### config.mk
export PLATFORM = sky130hd
export DESIGN_NAME = out_fifo_arbiter
export DESIGN_NICKNAME = d
export VERILOG_FILES = /design/src/rtl/out_fifo_arbiter.sv
export SDC_FILE = /design/constraint.sdc
export NUM_CORES = 1
export LEC_CHECK = 0
export BUFFER_PORTS_ARGS = -buffer_cell sky130_fd_sc_hd__buf_4
export CORE_AREA = 4 4 70 120
export DETAILED_ROUTE_END_ITERATION = 8
export DIE_AREA = 0 0 74 124
export PLACE_DENSITY = 0.4
export SLEW_MARGIN = 10
export SYNTH_ARGS = -nofsm -noshare
export SYNTH_HDL_FRONTEND = slang
export SYNTH_SLANG_ARGS = --single-unit
### constraint.sdc
create_clock -name clk_24576000_i -period 2.8 [get_ports clk_24576000_i]
set_clock_uncertainty 0.15 [all_clocks]
set_input_delay 0.14 -clock clk_24576000_i [delete_from_list [all_inputs] [get_ports clk_24576000_i]]
set_output_delay 0.14 -clock clk_24576000_i [all_outputs]
set_load 0.02 [all_outputs]
### src/rtl/out_fifo_arbiter.sv
// Two-requester round-robin packet arbiter feeding an OUT FIFO, with a stall watchdog.
// Define OUT_ARB_LEN_CHECK_EN to enable header length checking on len_err_o.
module out_fifo_arbiter #(
    parameter int unsigned TIMEOUT_CYCLES = 255
) (
    input  logic       clk_24576000_i,
    input  logic       reset_n_i,
    input  logic       req0_valid_i,
    input  logic [7:0] req0_data_i,
    input  logic       req0_last_i,
    output logic       req0_ready_o,
    input  logic       req1_valid_i,
    input  logic [7:0] req1_data_i,
    input  logic       req1_last_i,
    output logic       req1_ready_o,
    output logic       wr_out_fifo_clk_o,
    output logic       wr_out_fifo_en_o,
    output logic [7:0] wr_out_fifo_data_o,
    input  logic       wr_out_fifo_full_i,
    input  logic       wr_out_fifo_afull_i,
    output logic       timeout_o,
    output logic       len_err_o
);
    localparam int unsigned DATA_W = 8;
    localparam int unsigned WD_W   = 16;

    typedef enum logic {
        ST_IDLE = 1'b0,
        ST_XFER = 1'b1
    } state_t;

    state_t            r_state;
    logic              r_owner;
    logic              r_last_owner;
    logic [WD_W-1:0]   r_wd_cnt;
    logic              r_wr_en;
    logic [DATA_W-1:0] r_wr_data;
    logic              r_timeout;

    logic              w_xfer_ok;
    logic              w_own_valid;
    logic              w_own_last;
    logic [DATA_W-1:0] w_own_data;
    logic              w_accept;
    logic [WD_W-1:0]   w_wd_inc;
    logic              w_wd_expire;

    // Either FIFO flag blocks the owner so a packet stalls in place.
    assign w_xfer_ok   = (r_state == ST_XFER) && !wr_out_fifo_full_i && !wr_out_fifo_afull_i;
    assign w_own_valid = r_owner ? req1_valid_i : req0_valid_i;
    assign w_own_last  = r_owner ? req1_last_i  : req0_last_i;
    assign w_own_data  = r_owner ? req1_data_i  : req0_data_i;
    assign w_accept    = w_xfer_ok && w_own_valid;

    assign req0_ready_o = w_xfer_ok && !r_owner;
    assign req1_ready_o = w_xfer_ok &&  r_owner;

    // Watchdog counts only owner-idle cycles; FIFO stalls with valid high hold it.
    assign w_wd_inc    = r_wd_cnt + WD_W'(1);
    assign w_wd_expire = (r_state == ST_XFER) && !w_own_valid &&
                         (w_wd_inc == WD_W'(TIMEOUT_CYCLES));

    assign wr_out_fifo_clk_o  = clk_24576000_i;
    assign wr_out_fifo_en_o   = r_wr_en;
    assign wr_out_fifo_data_o = r_wr_data;
    assign timeout_o          = r_timeout;

    always_ff @(posedge clk_24576000_i or negedge reset_n_i) begin
        if (!reset_n_i) begin
            r_state      <= ST_IDLE;
            r_owner      <= 1'b0;
            r_last_owner <= 1'b1;
            r_wd_cnt     <= '0;
            r_wr_en      <= 1'b0;
            r_wr_data    <= '0;
            r_timeout    <= 1'b0;
        end else begin
            r_wr_en   <= w_accept;
            r_timeout <= 1'b0;
            if (w_accept) begin
                r_wr_data <= w_own_data;
            end
            case (r_state)
                ST_IDLE: begin
                    r_wd_cnt <= '0;
                    if (req0_valid_i || req1_valid_i) begin
                        r_state <= ST_XFER;
                        if (req0_valid_i && req1_valid_i) begin
                            r_owner <= ~r_last_owner;
                        end else begin
                            r_owner <= req1_valid_i;
                        end
                    end
                end
                ST_XFER: begin
                    if (w_accept) begin
                        r_wd_cnt <= '0;
                        if (w_own_last) begin
                            r_last_owner <= r_owner;
                            r_state      <= ST_IDLE;
                        end
                    end else if (w_wd_expire) begin
                        r_timeout    <= 1'b1;
                        r_last_owner <= r_owner;
                        r_state      <= ST_IDLE;
                        r_wd_cnt     <= '0;
                    end else if (!w_own_valid) begin
                        r_wd_cnt <= w_wd_inc;
                    end
                end
                default: r_state <= ST_IDLE;
            endcase
        end
    end

`ifdef OUT_ARB_LEN_CHECK_EN
    localparam int unsigned LEN_W = 6;
    localparam int unsigned CNT_W = 7;

    logic             r_hdr_pend;
    logic [LEN_W-1:0] r_len;
    logic [CNT_W-1:0] r_pay_cnt;
    logic             r_len_err;
    logic [CNT_W-1:0] w_pay_next;
    logic [LEN_W-1:0] w_len_cur;

    // Payload count saturates so oversized packets can never wrap into a false match.
    assign w_pay_next = r_hdr_pend ? '0 :
                        (&r_pay_cnt) ? r_pay_cnt : r_pay_cnt + CNT_W'(1);
    assign w_len_cur  = r_hdr_pend ? w_own_data[LEN_W-1:0] : r_len;

    always_ff @(posedge clk_24576000_i or negedge reset_n_i) begin
        if (!reset_n_i) begin
            r_hdr_pend <= 1'b1;
            r_len      <= '0;
            r_pay_cnt  <= '0;
            r_len_err  <= 1'b0;
        end else begin
            r_len_err <= 1'b0;
            if (w_accept) begin
                if (r_hdr_pend) begin
                    r_len <= w_own_data[LEN_W-1:0];
                end
                r_pay_cnt  <= w_pay_next;
                r_hdr_pend <= w_own_last;
                if (w_own_last) begin
                    r_len_err <= (w_pay_next != CNT_W'(w_len_cur));
                end
            end else if (w_wd_expire) begin
                r_hdr_pend <= 1'b1;
            end
        end
    end

    assign len_err_o = r_len_err;
`else
    assign len_err_o = 1'b0;
`endif

endmodule

### Yosys cells after proc, flatten, opt, wreduce, memory -nomap -nowiden

Cells that the tools add are included.
Widths: inputs -> output; s select.

| word-level totals | value |
|---|---|
| memory bits (writable) | 0 |
| input port bits | 24 |
| output and inout port bits | 14 |
| logic and storage cells | 48 |
| bits in registers | 29 |
| bits in read-only memories | 0 |
| latch bits | 0 |
| memories | 0 |

| cells by class | value |
|---|---|
| $mul | 0 |
| order comparisons | 0 |
| shift-type cells | 0 |
| add/subtract/negate cells | 1 |
| eq/ne operators | 3 |
| divide/modulo/power cells | 0 |
| reductions and logical operators | 16 |
| multiplexer cells | 19 |
| bitwise operators | 2 |

Operators with widths:

| kind | number |
|---|---|
| $mux 16 | 3 |
| $pmux 16 s2 | 1 |
| $add 16x1->16 const B | 1 |
| $eq 16x8->1 const B | 1 |
| $mux 1 | 13 |
| $logic_and 1x1->1 | 8 |
| $mux 8 | 1 |
| $logic_not 1->1 | 4 |
| $ne 4x2->1 const B | 1 |
| $reduce_and 3->1 | 1 |
| $ne 2x2->1 const B | 1 |
| $not 1->1 | 2 |
| $pmux 1 s2 | 1 |
| $reduce_and 2->1 | 1 |
| $reduce_bool 2->1 | 1 |
| $logic_or 1x1->1 | 1 |

### Logic depth before layout (Yosys ltp)

| depth | value |
|---|---|
| depth in word-level cells | 7 |
| mapped depth | 10 |

==> metrics.log <==
INFO  metric outcome = finished, final reports clean
INFO  metric syn_area = 1810 sq um
INFO  metric period_minus_slack = 2.55 ns
INFO  metric drv_cap = 0
INFO  metric rsz0062_at_grt = no
INFO  metric cpPeakStageDelay = 0.42 ns
INFO  metric floorplan.die_area = 9180 sq um
INFO  metric fin_tns_setup = 0 ns
INFO  metric synth_enable_flop_cells = 0
INFO  metric drive_above_1_share = 28.6%
INFO  metric syn_inst = 195
INFO  metric cp_data_arrival_time = 2.71 ns
INFO  metric synth_async_sr_flop_share = 100%
INFO  metric hold_path.class = input port to asynchronous set/reset pin
INFO  metric place.detailed.hpwl = 4080 microns
INFO  metric synth.lib_cells_used.distinct = 55
INFO  metric path_class = flop to flop
INFO  metric synth_top_area_share = 38.6%
INFO  metric remaining_global_route_overflow = 0
INFO  metric worstReg2RegStart = r_wd_cnt[1]
INFO  metric track_usage = 13.6%
INFO  metric clkTransAtPathRegs = 0.05 ns
INFO  metric gp_congestion = 0.827
INFO  metric layout.cells.most_common_list = buf_4, dfrtp_1, nand2_1
INFO  metric start_util = 24.1%
INFO  metric post_cts.repair.setup_buffers = 0
INFO  metric floorplan.rows = 42
INFO  metric vdd_ir_drop_max = 0.315 mV
INFO  metric setup.worst_path.end_class = flop
INFO  metric worst-path-buf-inv = 0
INFO  metric core_area = 7510 sq um
INFO  metric worst_setup_path_start_kind = flop
INFO  metric syn_warnings = 0
INFO  metric drtAntennaViolNets = 0
INFO  metric synth.ff_latch_count = 29
INFO  metric crit_chain = ha_1 -> nand3_4 -> or3_4 -> a211oi_2 -> nand2_1 -> nand4b_1 -> a21oi_1 -> mux2_1
INFO  metric required = 2.96 ns
INFO  metric tightest_slew = 0.903 ns
INFO  metric critPathTopFamily = simple AND/OR/NAND/NOR gates
INFO  metric ioPinCount = 38
INFO  metric path_max_fanout = 10
INFO  metric drt_drc_violations_left = 0
INFO  metric area_growth_syn_to_layout = 42.4%
INFO  metric design.final.nets = 281
INFO  metric maxSlewHeadroom = 39.6%
INFO  metric die-width = 74 microns
INFO  metric detail_route.vias_per_cell = 4.86
INFO  metric route.final.wire_length = 5580 microns
INFO  metric post_synth.cell_area_avg = 9.30 sq um
INFO  metric power_leakage = 1.18 nW
INFO  metric drt_pre_antenna_iters = 4
INFO  metric grt_max_degree = 30
INFO  metric floorplan.die.height = 124 microns
INFO  metric crit_slowest_cell = or3_4
INFO  metric final-max-slew-violation-count = 0
INFO  metric power.density_cell_area = 799 nW/um^2
INFO  metric synth_seq_area_share = 40.1%
INFO  metric antenna_found_initial = 0
INFO  metric io_buffers = 36
INFO  metric routedWlPerCell = 16.3 microns
INFO  metric num-fill-cells = 798
INFO  metric antenna-diode-count = 0
INFO  metric synth_ff_type = dfrtp_1
INFO  metric min_period_over_period = 91.0%
INFO  metric cts_tree = built
INFO  metric design_power_total = 2.06 mW
INFO  metric post_synth_main_area_contributors = dfrtp_1, o21ai_0, mux2i_1
INFO  metric routed-via-count = 1,666
INFO  metric grt_first_pass_wirelength = 8980 microns
INFO  metric clk_latency = 0.39 ns
INFO  metric critical_path.startpoint = r_wd_cnt[1]
INFO  metric finalHoldViolations = 0
INFO  metric timing.final.setup_violations = 0
INFO  metric synthDominantAreaCellType = dfrtp_1
INFO  metric first_global_vias = 1,772
INFO  metric layout_commonest_cell = buf_4
INFO  metric synth.net_count = 221
INFO  metric drt_iter0_markers = 66
INFO  metric max_clock_freq = 0.392 GHz
repair_timing:
action / 4_1_cts / 5_1_grt
hold buffers: 20 / 0
hold endpoints to repair: 39 / 0
resized for setup: 0 / 1
setup endpoints to repair: 0 / 3
final cells by class:
cell class,instances,area [sq um],share of cell area [%]
Inverter,3,11.3,0.436
Clock buffer,11,225,8.73
Multi-Input combinational cell,150,992,38.4
Timing Repair Buffer,62,515,20.0
Tap cell,88,110,4.27
Sequential cell,29,727,28.2
logic make-up after synthesis:
| logic type | share of synthesized area (%) |
|---|---|
| mux | 6.76 |
| xor+xnor | 3.86 |
| flops | 40.1 |
| compound gates | 15.8 |
| other cells | 0.207 |
| buf+inv | 5.66 |
| simple gates | 26.2 |
| fa+ha+maj | 1.38 |
registers in the layout (all words and copies together) (netlist names):
name                count
r_wd_cnt               16
r_state                 1
wr_out_fifo_data_o      8
r_last_owner            1
wr_out_fifo_en_o        1
r_owner                 1
timeout_o               1
routing by layer:
layer  up-vias  track usage, %  wire length, microns
met5         -               0                     0
met4         0            9.64                   194
met3         8            2.99                   241
met2        49            25.2                  3150
met1       785            12.4                  1990
li1        824               -                     -
metrics by stage:
stage	hold slack (ns)	std cells	worst slack, ns	utilization, %	instance area [sq um]
2_1_floorplan	-0.306	195	0.333	-	1810
3_3_place_gp	-0.0476	313	0.141	28.7	2150
3_5_place_dp	-0.0451	313	0.126	28.7	2150
4_1_cts	0.0898	343	0.115	34.2	2570
5_1_grt	0.110	343	0.0209	34.3	2580
6_report	0.0740	343	0.252	34.3	2580
path summary, 6_finish.rpt:
path	to	slack, ns	cells past startpoint
max	r_last_owner	0.25	8
min	wr_out_fifo_en_o	0.07	2
max reg2reg	r_last_owner	0.25	8
min reg2reg	wr_out_fifo_data_o[4]	0.32	2
max in group asynchronous	r_last_owner	2.10	2
min in group clk_24576000_i	r_state	0.09	4
where the power goes:
part           switching, mW  internal, mW  total [mW]  leakage [nW]
Clock                  0.231         0.548       0.779         0.112
Combinational          0.370         0.324       0.695         0.692
Sequential            0.0690         0.519       0.588         0.379
Total                  0.670          1.39        2.06          1.18
synthesized netlist by cell type (2+ instances only):
master,number
buf_4,2
xnor2_1,3
clkbuf_8,2
nor4_2,2
and3_1,2
a31oi_1,2
nor3_1,6
or2_2,3
nand3_1,9
inv_1,3
xor2_1,5
buf_6,2
nand2b_1,2
dfrtp_1,28
a211o_1,2
nor2_1,10
nand2_1,26
mux2i_1,10
o21ai_0,22
a21oi_1,4
o22ai_1,2
a21o_1,3
clkbuf_1,6
ha_1,2
nor4_1,2
or3_1,2
nand4_1,5
Note: power is estimated with default switching activity, not from simulation.
